### src/rtl/clock_cfg_seq.sv
// Configuration sequencer for the CLOCK block: loads a frequency request, pulses
// CLOCK's reset, waits for a stable lock and retries with a stepped init on timeout.
module clock_cfg_seq #(
    parameter logic [2:0] LOCK_CODE     = 3'b001,
    parameter int         RST_CYCLES    = 4,
    parameter int         TIMEOUT       = 1000000,
    parameter int         STABLE_CYCLES = 16,
    parameter int         MAX_RETRY     = 3,
    parameter logic [8:0] INIT_STEP     = 9'd64
) (
    input  logic        ref_clk,
    input  logic        resetn,
    input  logic        req_valid,
    output logic        req_ready,
    input  logic [8:0]  req_init,
    input  logic [15:0] req_counter,
    input  logic [15:0] req_ref_counter,
    output logic        clk_resetn,
    output logic [8:0]  init,
    output logic [15:0] counter,
    output logic [15:0] ref_counter,
    input  logic [2:0]  status,
    output logic        busy,
    output logic        locked,
    output logic        done,
    output logic        fail,
    output logic        lock_lost,
    output logic [2:0]  retries
);

    typedef enum logic [2:0] {
        S_IDLE,
        S_LOAD,
        S_WAIT_LOCK,
        S_CONFIRM,
        S_LOCKED,
        S_FAIL
    } state_t;

    localparam logic [7:0]  RST_LAST    = 8'(RST_CYCLES - 1);
    localparam logic [23:0] TIMER_LAST  = 24'(TIMEOUT - 1);
    localparam logic [7:0]  STABLE_CNT  = 8'(STABLE_CYCLES);
    localparam logic [2:0]  RETRY_LIMIT = 3'(MAX_RETRY);

    state_t      state_q;
    logic [2:0]  status_meta_q;
    logic [2:0]  status_s_q;
    logic [7:0]  rst_cnt_q;
    logic [23:0] timer_q;
    logic [7:0]  stable_q;
    logic        lost_q;
    logic        clk_resetn_q;
    logic        busy_q;
    logic        locked_q;
    logic        done_q;
    logic        fail_q;
    logic        lock_lost_q;
    logic [2:0]  retries_q;
    logic [8:0]  init_q;
    logic [15:0] counter_q;
    logic [15:0] ref_counter_q;

    logic        accept;
    logic        lock_seen;
    logic        timer_expired;
    logic [8:0]  init_stepped;
    logic [7:0]  stable_inc;
    logic        stable_reached;

    assign req_ready      = (state_q == S_IDLE) || (state_q == S_LOCKED) || (state_q == S_FAIL);
    assign accept         = req_valid && req_ready;
    assign lock_seen      = (status_s_q == LOCK_CODE);
    assign timer_expired  = (timer_q == TIMER_LAST);
    assign init_stepped   = init_q + INIT_STEP;
    // The cycle that first sees lock in WAIT_LOCK already counts as one stable cycle.
    assign stable_inc     = (state_q == S_CONFIRM) ? stable_q + 8'd1 : 8'd1;
    assign stable_reached = (stable_inc == STABLE_CNT);

    assign clk_resetn  = clk_resetn_q;
    assign init        = init_q;
    assign counter     = counter_q;
    assign ref_counter = ref_counter_q;
    assign busy        = busy_q;
    assign locked      = locked_q;
    assign done        = done_q;
    assign fail        = fail_q;
    assign lock_lost   = lock_lost_q;
    assign retries     = retries_q;

    always_ff @(posedge ref_clk or negedge resetn) begin
        if (!resetn) begin
            status_meta_q <= 3'd0;
            status_s_q    <= 3'd0;
        end else begin
            status_meta_q <= status;
            status_s_q    <= status_meta_q;
        end
    end

    always_ff @(posedge ref_clk or negedge resetn) begin
        if (!resetn) begin
            state_q       <= S_IDLE;
            rst_cnt_q     <= 8'd0;
            timer_q       <= 24'd0;
            stable_q      <= 8'd0;
            lost_q        <= 1'b0;
            clk_resetn_q  <= 1'b0;
            busy_q        <= 1'b0;
            locked_q      <= 1'b0;
            done_q        <= 1'b0;
            fail_q        <= 1'b0;
            lock_lost_q   <= 1'b0;
            retries_q     <= 3'd0;
            init_q        <= 9'd0;
            counter_q     <= 16'd0;
            ref_counter_q <= 16'd0;
        end else begin
            done_q      <= 1'b0;
            fail_q      <= 1'b0;
            lock_lost_q <= 1'b0;
            case (state_q)
                S_IDLE, S_LOCKED, S_FAIL: begin
                    if (accept) begin
                        init_q        <= req_init;
                        counter_q     <= req_counter;
                        ref_counter_q <= req_ref_counter;
                        retries_q     <= 3'd0;
                        locked_q      <= 1'b0;
                        clk_resetn_q  <= 1'b0;
                        busy_q        <= 1'b1;
                        rst_cnt_q     <= 8'd0;
                        lost_q        <= 1'b0;
                        state_q       <= S_LOAD;
                    end else if (state_q == S_LOCKED) begin
                        // Two consecutive misses are needed; a single-cycle glitch only arms lost_q.
                        if (!lock_seen) begin
                            if (lost_q) begin
                                lock_lost_q  <= 1'b1;
                                locked_q     <= 1'b0;
                                retries_q    <= 3'd0;
                                clk_resetn_q <= 1'b0;
                                busy_q       <= 1'b1;
                                rst_cnt_q    <= 8'd0;
                                lost_q       <= 1'b0;
                                state_q      <= S_LOAD;
                            end else begin
                                lost_q <= 1'b1;
                            end
                        end else begin
                            lost_q <= 1'b0;
                        end
                    end
                end

                S_LOAD: begin
                    if (rst_cnt_q == RST_LAST) begin
                        clk_resetn_q <= 1'b1;
                        timer_q      <= 24'd0;
                        stable_q     <= 8'd0;
                        state_q      <= S_WAIT_LOCK;
                    end else begin
                        rst_cnt_q <= rst_cnt_q + 8'd1;
                    end
                end

                S_WAIT_LOCK, S_CONFIRM: begin
                    if (timer_expired) begin
                        clk_resetn_q <= 1'b0;
                        stable_q     <= 8'd0;
                        if (retries_q == RETRY_LIMIT) begin
                            fail_q  <= 1'b1;
                            busy_q  <= 1'b0;
                            state_q <= S_FAIL;
                        end else begin
                            init_q    <= init_stepped;
                            retries_q <= retries_q + 3'd1;
                            rst_cnt_q <= 8'd0;
                            state_q   <= S_LOAD;
                        end
                    end else begin
                        timer_q <= timer_q + 24'd1;
                        if (!lock_seen) begin
                            stable_q <= 8'd0;
                            state_q  <= S_WAIT_LOCK;
                        end else if (stable_reached) begin
                            done_q   <= 1'b1;
                            locked_q <= 1'b1;
                            busy_q   <= 1'b0;
                            lost_q   <= 1'b0;
                            stable_q <= 8'd0;
                            state_q  <= S_LOCKED;
                        end else begin
                            stable_q <= stable_inc;
                            state_q  <= S_CONFIRM;
                        end
                    end
                end

                default: state_q <= S_IDLE;
            endcase
        end
    end

endmodule

### config.mk
export PLATFORM = sky130hd
export DESIGN_NAME = clock_cfg_seq
export DESIGN_NICKNAME = d
export VERILOG_FILES = /design/src/rtl/clock_cfg_seq.sv
export SDC_FILE = /design/constraint.sdc
export NUM_CORES = 1
export LEC_CHECK = 0
export BUFFER_PORTS_ARGS = -buffer_cell sky130_fd_sc_hd__buf_2
export CELL_PAD_IN_SITES_DETAIL_PLACEMENT = 0
export CELL_PAD_IN_SITES_GLOBAL_PLACEMENT = 1
export CORE_UTILIZATION = 35
export CTS_CLUSTER_SIZE = 10
export DETAILED_ROUTE_END_ITERATION = 8
export PLACE_DENSITY_LB_ADDON = 0.2
export RECOVER_POWER = 50
export SETUP_SLACK_MARGIN = 0.05
export SYNTH_ARGS = -nofsm -noshare
export SYNTH_HDL_FRONTEND = slang
export SYNTH_SLANG_ARGS = --single-unit
### constraint.sdc
create_clock -name ref_clk -period 2.5 [get_ports ref_clk]
set_clock_uncertainty 0.05 [all_clocks]
set_input_delay 0.375 -clock ref_clk [delete_from_list [all_inputs] [get_ports ref_clk]]
set_output_delay 0.375 -clock ref_clk [all_outputs]
set_load 0.01 [all_outputs]
==> results of run 1 <==
## cell families (layout without fill, tap and decap cells)
family | after synthesis | in the layout | share of synthesized area [%]
adders and majority gates | 6 | 6 | 1.597
and+or+nand+nor | 174 | 174 | 20.09
buffers and inverters | 22 | 146 | 2.102
xor gates and xnor gates | 17 | 17 | 3.167
muxes | 41 | 41 | 9.739
AOI/OAI and AO/OA | 72 | 72 | 10.09
DFF | 100 | 100 | 53.22
## power breakdown
group          internal [mW]  switching [mW]  leakage, nW
combinational         0.0368          0.0514         1.12
clock                  0.696           0.662        0.138
sequential              1.62         0.00362         1.32
## worst paths after layout
path                                       startpoint                         end  slack (ps)  cells past startpoint
hold reg to reg            status_meta_q[2]$_DFF_PN0_     status_s_q[2]$_DFF_PN0_         300                      0
max in group asynchronous                      resetn  ref_counter[1]$_DFFE_PN0P_         850                      3
min in group asynchronous                      resetn              done$_DFF_PN0_         690                      2
setup reg to reg              timer_q[10]$_DFFE_PN0P_         init[6]$_DFFE_PN0P_         190                      6
setup / recovery              timer_q[10]$_DFFE_PN0P_         init[6]$_DFFE_PN0P_         190                      6
hold / removal                              status[2]  status_meta_q[2]$_DFF_PN0_          70                      1
## final cells by class
type / count / area share [%]
Multi-Input combinational cell: 310 / 36.69
Inverter: 8 / 0.5179
Sequential cell: 100 / 43.16
Clock buffer: 9 / 3.884
Clock inverter: 7 / 1.036
Timing Repair Buffer: 122 / 11.01
Tap cell: 172 / 3.712
## sequential cells by signal (all words and copies together), names as in the netlist, 3 cells and up
| signal | cells |
|---|---|
| timer_q | 24 |
| counter | 16 |
| ref_counter | 16 |
| init | 9 |
| rst_cnt_q | 8 |
| stable_q | 8 |
| retries | 3 |
| state_q | 3 |
| status_meta_q | 3 |
| status_s_q | 3 |
## worst max-delay path: stages (launching register included)
cell	delay (ps)
dfrtp_1	450
or4_4	570
nor4_4	330
nand4_2	230
nor2b_4	200
or3_1	330
nand3_1	90
## routing by layer
metal / wire (µm) / GRT usage [%] / vias to the layer above
met4: 146 / 6.010 / 0
met1: 4911 / 20.67 / 1827
met3: 414 / 4.700 / 12
met2: 5538 / 27.90 / 64
met5: 0 / 0 / -
li1: - / - / 1805
## through the flow
step                setup slack (ps)  power, mW  area [µm²]  cells  util (%)
global placement               173.1      1.747        5505    706     42.76
detailed placement             111.1      1.749        5505    706     42.76
finish                         187.0      3.073        5798    728     45.03
global route                   90.52      3.209        5798    728     45.03
CTS                            90.70      3.132        5801    723     45.05
floorplan                      347.1      1.670        4702    432         -
## timing repair
action,CTS,global route
buffers inserted,0,5
resized for setup,0,3
hold buffers,1,0
setup endpoints to repair,0,10
hold endpoints to repair,40,0
## synth_stat cells, types with 2 or more instances
cell	number
dfrtp_1	100
mux2_2	38
nor2_1	37
nand2_1	34
nand3_1	30
a21oi_1	18
o21ai_1	17
or3_1	13
o21ai_0	12
nor3_1	11
nand4_1	10
xnor2_1	10
buf_2	7
inv_1	7
xor2_1	7
ha_1	6
clkbuf_1	5
and2_1	4
nor4_1	4
nor4b_1	4
a31oi_1	3
and3_1	3
and4_1	3
mux2i_1	3
nand3b_1	3
a21o_1	2
a21oi_2	2
a22o_1	2
a2bb2oi_1	2
nand2b_1	2
nor2_2	2
nor3b_1	2
o21a_1	2
o311ai_0	2
or3b_1	2
==> summary.txt, run 1 <==
Timing
  • FMAX: 0.4323 GHz
  • Setup TNS: 0 ps
  • Slew @ Worst Pin: 1045 ps
  • Final setup fails: 0
  • Crit share post-route: 92.52%
  • Hold WS: 69.15 ps
  • Max-slew violations: 0
  • Final Hold Vio Count: 0
  • Worst rel slew slack: 30.36%
  • Min Tclk post-route: 2313 ps
  • RSZ-0062 raised after global routing: false

Final layout
  • FF+latch area: 2502 µm²
  • Leading cell type in the layout, fill and taps excluded: dfrtp_1
  • Fin nets: 604
  • N_diodes: 0
  • Syn-to-layout area delta: 23.31%
  • Layout cells sized above 1: 25.90%
  • Area of the multi-input gates: 2127 µm²
  • Most frequent cells in the layout: dfrtp_1 (100), clkbuf_1 (50), buf_2 (46), mux2_2 (38), nor2_1 (37)
  • Fillers: 1278

Clocking
  • CTS Buf Count: 9
  • Root Driver: clkbuf_16
  • Worst skew pair latency: 360 ps
  • CTS tree: built
  • Clock-pin slew on the worst setup and hold paths: 70 ps
  • CTS H-tree lvls: 3
  • Clock sink total: 100
  • Clock buffer depth: 2

Synth
  • Syn nets: 485
  • Syn avg cell area: 10.88 µm²
  • Mapped Cells: 432
  • Synth area leader: dfrtp_1
  • Share of the synthesized area in the top cell type: 53.22%
  • Top cells by area, synth: dfrtp_1 (53%), mux2_2 (9.1%), nand3_1 (3.2%)
  • Distinct cells, synth: 58
  • Ys flop type: dfrtp_1
  • Yosys reg bits: 100
  • Synthesized cell area: 4702 µm²
  • Ys async rst share: 100.0%
  • Yosys Warn Count: 0
  • Seq/Total Area, Yosys: 53.22%
  • Post-synth EDFFs: 0

Outcome
  • Outcome: completed

Global route
  • Maximum number of pins on one net before global-route repair: 61
  • First-pass GRT wire length: 18410 µm
  • Initial antenna violation count: 0
  • GRT overflow: 0
  • Vias in the first global route: 3644
  • Total track usage: 16.77%

Route
  • Number of vias per cell: 5.093
  • Final WL: 11010 µm
  • Remaining DRCs: 0
  • Routed Antenna Nets: 0
  • Average wire per standard cell: 15.12 µm
  • Vias: 3708
  • Starting DRC count in detailed routing: 248
  • TritonRoute pass-1 iters: 4

Placed design
  • Final GP Congestion: 0.8047
  • IO Port Bufs: 97
  • Dpl hpwl: 7870 µm

Critical path
  • CP Capture Type: flip-flop
  • Worst EP required: 2750 ps
  • Crit Path Class: reg -> reg
  • WP data arrival: 2560 ps
  • Crit path max fanout: 7
  • CP Launch Type: flip-flop

Power and ir drop
  • P_leak: 2.574 nW
  • PwrDens: 530.0 nW/µm²
  • Peak VDD IR: 0.3086 mV

Floorplanning
  • Die height: 117.9 µm
  • Die area: 13900 µm²
  • Die Width: 117.9 µm
  • Ports: 98
  • Initial core utilization: 36.52%
  • Area of the core: 12880 µm²
  • Std-Cell Rows: 41

Run
  • Maxcap violations: 0

Worst hold path
  • Hold Path Class: in -> reg
No activity file was read; power rests on OpenSTA's default activity.
==> run 2, diff against run 1 <==
==> constraint.sdc (replaced) <==
create_clock -name ref_clk -period 2.9 [get_ports ref_clk]
set_clock_uncertainty 0.05 [all_clocks]
set_input_delay 0.435 -clock ref_clk [delete_from_list [all_inputs] [get_ports ref_clk]]
set_output_delay 0.435 -clock ref_clk [all_outputs]
set_load 0.01 [all_outputs]
==> summary.txt, run 2 (same netlist as run 1, synthesis figures left out) <==
Timing
  • Final Hold Vio Count: 0 (unchanged)
  • FMAX: 0.4105 GHz (-5.0%)
  • Crit share post-route: 83.99% (-8.5 points)
  • Worst rel slew slack: 15.18% (-15 points)
  • Min Tclk post-route: 2436 ps (+122.8 ps)
  • Setup TNS: 0 ps (unchanged)
  • Max-slew violations: 0 (unchanged)
  • Final setup fails: 0 (unchanged)
  • RSZ-0062 raised after global routing: false
  • Slew @ Worst Pin: 1272 ps (+227.7 ps)

Critical path
  • Crit Path Class: reg -> reg
  • Worst EP required: 3130 ps (+380 ps)
  • CP Launch Type: flip-flop
  • WP data arrival: 2660 ps (+100 ps)
  • Crit path max fanout: 8 (+1)
  • CP Capture Type: flip-flop

Floorplanning
  • Area of the core: 12880 µm² (unchanged)
  • Ports: 98 (unchanged)
  • Std-Cell Rows: 41 (unchanged)
  • Die area: 13900 µm² (unchanged)
  • Initial core utilization: 36.52% (unchanged)
  • Die Width: 117.9 µm (unchanged)
  • Die height: 117.9 µm (unchanged)

Placed design
  • Placed insts: 697 (-1.3%)
  • Final GP Congestion: 0.7923 (-1.5%)
  • Dpl hpwl: 7769 µm (-1.3%)
  • DP Area: 5425 µm² (-1.5%)
  • IO Port Bufs: 97 (unchanged)

Final layout
  • Leading cell type in the layout, fill and taps excluded: dfrtp_1
  • Fillers: 1250 (-2.2%)
  • Layout cells sized above 1: 29.39% (+3.5 points)
  • Post-route cell area: 5733 µm² (-1.1%)
  • Largest Register: timer_q
  • Area of the multi-input gates: 2102 µm² (-1.2%)
  • Syn-to-layout area delta: 21.93%
  • Most frequent cells in the layout: dfrtp_1 (100), buf_2 (78), mux2_2 (38), nor2_1 (37), nand2_1 (34)
  • Fin nets: 589 (-2.5%)
  • Final Non-Filler Cells: 713 (-2.1%)
  • Largest register FFs: 24 (unchanged)
  • Final Util: 44.52% (-0.51 points)
  • FF+latch area: 2502 µm² (unchanged)
  • N_diodes: 0 (unchanged)

Route
  • Average wire per standard cell: 15.31 µm (+1.2%)
  • Remaining DRCs: 0 (unchanged)
  • Number of vias per cell: 5.125 (+0.62%)
  • TritonRoute pass-1 iters: 4 (unchanged)
  • Routed Antenna Nets: 0 (unchanged)
  • Final WL: 10920 µm (-0.85%)
  • Starting DRC count in detailed routing: 263 (+6.0%)
  • Vias: 3654 (-1.5%)

Power and ir drop
  • Sw frac: 19.63% (-3.7 points)
  • Total internal power: 2.317 mW (-1.6%)
  • Flop pwr share: 48.7% (-4.2 points)
  • P_leak: 2.643 nW (+2.7%)
  • Comb power frac: 2.5% (-0.4 points)
  • Peak VDD IR: 0.2890 mV (-6.3%)
  • PwrDens: 502.9 nW/µm² (-5.1%)
  • Switching pwr: 0.5660 mW (-21%)
  • Clock network power share: 48.8% (+4.6 points)

Outcome
  • Outcome: completed

Clocking
  • Root Driver: clkbuf_16
  • # hold bufs at CTS: 0 (-1)
  • Clock-pin slew on the worst setup and hold paths: 60 ps (about the same)
  • # Post-CTS Setup Buffers: 0 (unchanged)
  • CTS H-tree lvls: 3 (unchanged)
  • Clock buffer depth: 2 (unchanged)
  • CTS Buf Count: 9 (unchanged)
  • Worst skew pair latency: 360 ps (about the same)
  • CTS tree: built
  • PostCTS Resize Cnt: 0 (unchanged)
  • Clock sink total: 100 (unchanged)

Global route
  • Initial antenna violation count: 0 (unchanged)
  • GRT overflow: 0 (unchanged)
  • Maximum number of pins on one net before global-route repair: 48 (-21%)
  • Vias in the first global route: 3557 (-2.4%)
  • Total track usage: 16.70% (-0.066 points)
  • First-pass GRT wire length: 18260 µm (-0.79%)

Run
  • Maxcap violations: 0 (unchanged)

Worst hold path
  • Hold Path Class: in -> reg
==> run 2: cell count changes in the layout (fill, tap and decap cells not counted), sizes merged, moves of 3 or more <==
cell | before | now
clkbuf | 60 | 33
buf | 70 | 86
bufinv | 0 | 3
inv | 14 | 8
==> run 2: through the flow <==
stage	setup WS (ps)	total power [mW]	hold slack [ps]
floorplan	747.1	1.440	89.41
global placement	526.2	1.508	287.0
detailed placement	469.0	1.509	290.1
CTS	446.1	2.932	77.35
global route	261.1	2.991	129.9
finish	464.2	2.883	140.0
==> run 2: worst paths after layout <==
| check | startpoint | end | slack [ps] | cells after the start |
|---|---|---|---|---|
| max | rst_cnt_q[0]$_DFFE_PN0P_ | timer_q[17]$_DFFE_PN0P_ | 460 | 7 |
| min | status[1] | status_meta_q[1]$_DFF_PN0_ | 140 | 1 |
| max in group asynchronous | resetn | ref_counter[9]$_DFFE_PN0P_ | 800 | 2 |
| min reg2reg | status_meta_q[2]$_DFF_PN0_ | status_s_q[2]$_DFF_PN0_ | 300 | 0 |
| max reg2reg | rst_cnt_q[0]$_DFFE_PN0P_ | timer_q[17]$_DFFE_PN0P_ | 460 | 7 |
| min in group asynchronous | resetn | stable_q[4]$_DFFE_PN0P_ | 290 | 1 |
==> run 2: cell type report <==
type / count / area share [%]
Clock inverter: 4 / 1.659
Multi-Input combinational cell: 310 / 36.67
Tap cell: 172 / 3.754
Sequential cell: 100 / 43.65
Timing Repair Buffer: 107 / 9.275
Clock buffer: 12 / 4.474
Inverter: 8 / 0.5238
==> run 2: critical path, cell delays in order, from the launching register on <==
cell,delay (ps)
dfrtp_1,440
ha_1,230
nor4b_2,290
a21oi_1,180
a21oi_2,330
o2111ai_2,300
or3_1,380
a21oi_1,140
==> run 2: routing by layer <==
layer	track usage [%]	routed length (µm)	part of all wire, %	up-vias
met2	26.91	5339	49	69
li1	-	-	-	1773
met4	6.330	166	1.5	0
met3	4.312	401	3.7	11
met1	21.45	5009	46	1801
met5	0	0	0	-
==> run 2: power by group through the flow <==
stage	Combinational [mW]	Sequential, mW	Clock (mW)
final	0.0734	1.40	1.41
after global routing	0.0841	1.40	1.50
after CTS	0.0801	1.40	1.45
after detailed placement	0.0798	1.43	0
after global placement	0.0786	1.43	0
after floorplan	0.0113	1.43	0
==> run 3, diff against run 2 <==
==> constraint.sdc (replaced) <==
create_clock -name ref_clk -period 2.4 [get_ports ref_clk]
set_clock_uncertainty 0.05 [all_clocks]
set_input_delay 0.36 -clock ref_clk [delete_from_list [all_inputs] [get_ports ref_clk]]
set_output_delay 0.36 -clock ref_clk [all_outputs]
set_load 0.01 [all_outputs]
==> summary.txt, run 3 (same netlist as run 1, synthesis figures left out) <==
Route
  • Remaining DRCs: 0 (unchanged)
  • Number of vias per cell: 5.052 (-1.4%)
  • Routed Antenna Nets: 0 (unchanged)
  • TritonRoute pass-1 iters: 5 (+1)
  • Vias: 3708 (+1.5%)
  • Average wire per standard cell: 14.70 µm (-4.0%)
  • Starting DRC count in detailed routing: 170 (-35%)
  • Final WL: 10790 µm (-1.2%)

Clocking
  • Clock buffer depth: 2 (unchanged)
  • Clock sink total: 100 (unchanged)
  • CTS tree: built
  • CTS H-tree lvls: 3 (unchanged)
  • Worst skew pair latency: 350 ps (about the same)
  • CTS Buf Count: 9 (unchanged)
  • Root Driver: clkbuf_16
  • Clock-pin slew on the worst setup and hold paths: 80 ps (+20 ps)

Floorplanning
  • Die area: 13900 µm² (unchanged)
  • Area of the core: 12880 µm² (unchanged)
  • Initial core utilization: 36.52% (unchanged)
  • Die Width: 117.9 µm (unchanged)
  • Std-Cell Rows: 41 (unchanged)
  • Die height: 117.9 µm (unchanged)
  • Ports: 98 (unchanged)

Timing
  • Final Hold Vio Count: 0 (unchanged)
  • FMAX: 0.4592 GHz (+12%)
  • Post-route worst setup slack: 222.2 ps (-242.0 ps)
  • Min Tclk post-route: 2178 ps (-258.0 ps)
  • Setup TNS: 0 ps (unchanged)
  • Worst rel slew slack: 19.39% (+4.2 points)
  • Crit share post-route: 90.74% (+6.7 points)
  • Final setup fails: 0 (unchanged)
  • Max-slew violations: 0 (unchanged)
  • Slew @ Worst Pin: 1209 ps (-63.19 ps)
  • RSZ-0062 raised after global routing: false

Global route
  • Initial antenna violation count: 0 (unchanged)
  • First-pass GRT wire length: 18250 µm (about the same)
  • GRT overflow: 0 (unchanged)
  • Met2 usage: 27.13% (+0.22 points)
  • Grt peak-use layer: met2
  • Met3 Usage GRT: 3.634% (-0.68 points)
  • Vias in the first global route: 3661 (+2.9%)
  • Met1 Use GR: 20.85% (-0.60 points)
  • Total track usage: 16.51% (-0.19 points)
  • Maximum number of pins on one net before global-route repair: 46 (-4.2%)

Critical path
  • Reg2Reg Setup Slack: 220 ps (-240 ps)
  • CP Launch Type: flip-flop
  • Crit Path Class: reg -> reg
  • Crit path max fanout: 5 (-3)
  • CP Capture Type: flip-flop
  • Worst EP required: 2620 ps (-510 ps)
  • Worst flop-to-flop path startpoint: timer_q[10]$_DFFE_PN0P_
  • CP Launch Point: timer_q[10]$_DFFE_PN0P_
  • WP data arrival: 2400 ps (-260 ps)

Final layout
  • Largest register FFs: 24 (unchanged)
  • Leading cell type in the layout, fill and taps excluded: dfrtp_1
  • Layout cells sized above 1: 27.58% (-1.8 points)
  • N_diodes: 0 (unchanged)
  • Final Non-Filler Cells: 734 (+2.9%)
  • Syn-to-layout area delta: 25.23%
  • Fillers: 1242 (-0.64%)
  • Largest Register: timer_q
  • Final Util: 45.73% (+1.2 points)
  • Most frequent cells in the layout: dfrtp_1 (99), buf_2 (49), clkbuf_1 (48), mux2_2 (38), nor2_1 (36)
  • Fin nets: 610 (+3.6%)

Placed design
  • Post-place setup slack: 16.04 ps (-452.9 ps)
  • Placed insts: 714 (+2.4%)
  • IO Port Bufs: 97 (unchanged)
  • Final GP Congestion: 0.8092 (+2.1%)
  • Dpl hpwl: 8013 µm (+3.1%)

Power and ir drop
  • Peak VDD IR: 0.3478 mV (+20%)
  • P_leak: 2.591 nW (-2.0%)
  • PwrDens: 548.2 nW/µm² (+9.0%)

Run
  • Maxcap violations: 0 (unchanged)

Worst hold path
  • Worst Min Path Start: status[2]
  • Hold Path Class: in -> reg

Outcome
  • Outcome: completed
==> run 3: cell count changes in the layout (fill, tap and decap cells not counted), moves of 2 or more <==
cell and change:
buf_2 -29, clkinv_4 +2, bufinv_16 -3, clkbuf_8 -2, a21oi_4 +2, buf_4 +19
inv_8 +3, buf_12 +2, clkbuf_1 +28
==> run 3: per-layer routing <==
layer  up-vias  routed length (µm)  part of all wire, %
met3        14                 334                  3.1
met4         0                 198                  1.8
met2        81                5424                   50
met5         -                   0                    0
met1      1791                4833                   45
li1       1822                   -                    -
==> run 3: layout make-up <==
| class | count | area, µm² | area share [%] |
|---|---|---|---|
| Clock inverter | 7 | 76.32 | 1.296 |
| Multi-Input combinational cell | 310 | 2155 | 36.59 |
| Inverter | 8 | 30.03 | 0.5100 |
| Clock buffer | 9 | 225.2 | 3.825 |
| Sequential cell | 100 | 2504 | 42.52 |
| Tap cell | 172 | 215.2 | 3.655 |
| Timing Repair Buffer | 128 | 683.2 | 11.60 |
==> run 3: stage by stage <==
stage	hold WS [ps]	area, µm²	power, mW
after floorplan	14.41	4702	1.740
after global placement	285.0	5565	1.822
after detailed placement	286.4	5565	1.824
after CTS	45.77	5884	3.294
after global routing	47.30	5888	3.370
final	64.52	5888	3.228
==> run 3: worst max-delay path, stage by stage, from the launching register on <==
cell and delay (ps):
dfrtp_1 380, buf_4 150, nor4b_1 290, nand4_1 260, o31ai_4 340, nand2_1 110
or3_1 370, a21oi_1 160
==> run 3: what timing repair did <==
| action | CTS | global route |
|---|---|---|
| pin swaps | 0 | 2 |
| hold buffers | 1 | 0 |
| setup buffers | 1 | 2 |
| endpoints found under the setup margin | 3 | 10 |
| resized for setup | 0 | 9 |
| endpoints found under the hold margin | 8 | 0 |
==> run 3: final timing paths <==
path | cells past startpoint | endpoint
max | 7 | rst_cnt_q[3]$_DFFE_PN0P_
min | 1 | status_meta_q[2]$_DFF_PN0_
max reg2reg | 7 | rst_cnt_q[3]$_DFFE_PN0P_
min in group asynchronous | 2 | stable_q[4]$_DFFE_PN0P_
max in group asynchronous | 3 | stable_q[6]$_DFFE_PN0P_
min reg2reg | 0 | status_s_q[2]$_DFF_PN0_
==> run 3: power breakdown <==
group          switching (mW)  internal [mW]
Clock                   0.699          0.741
Sequential            0.00406           1.69
Combinational          0.0542         0.0389
Total                   0.757           2.47
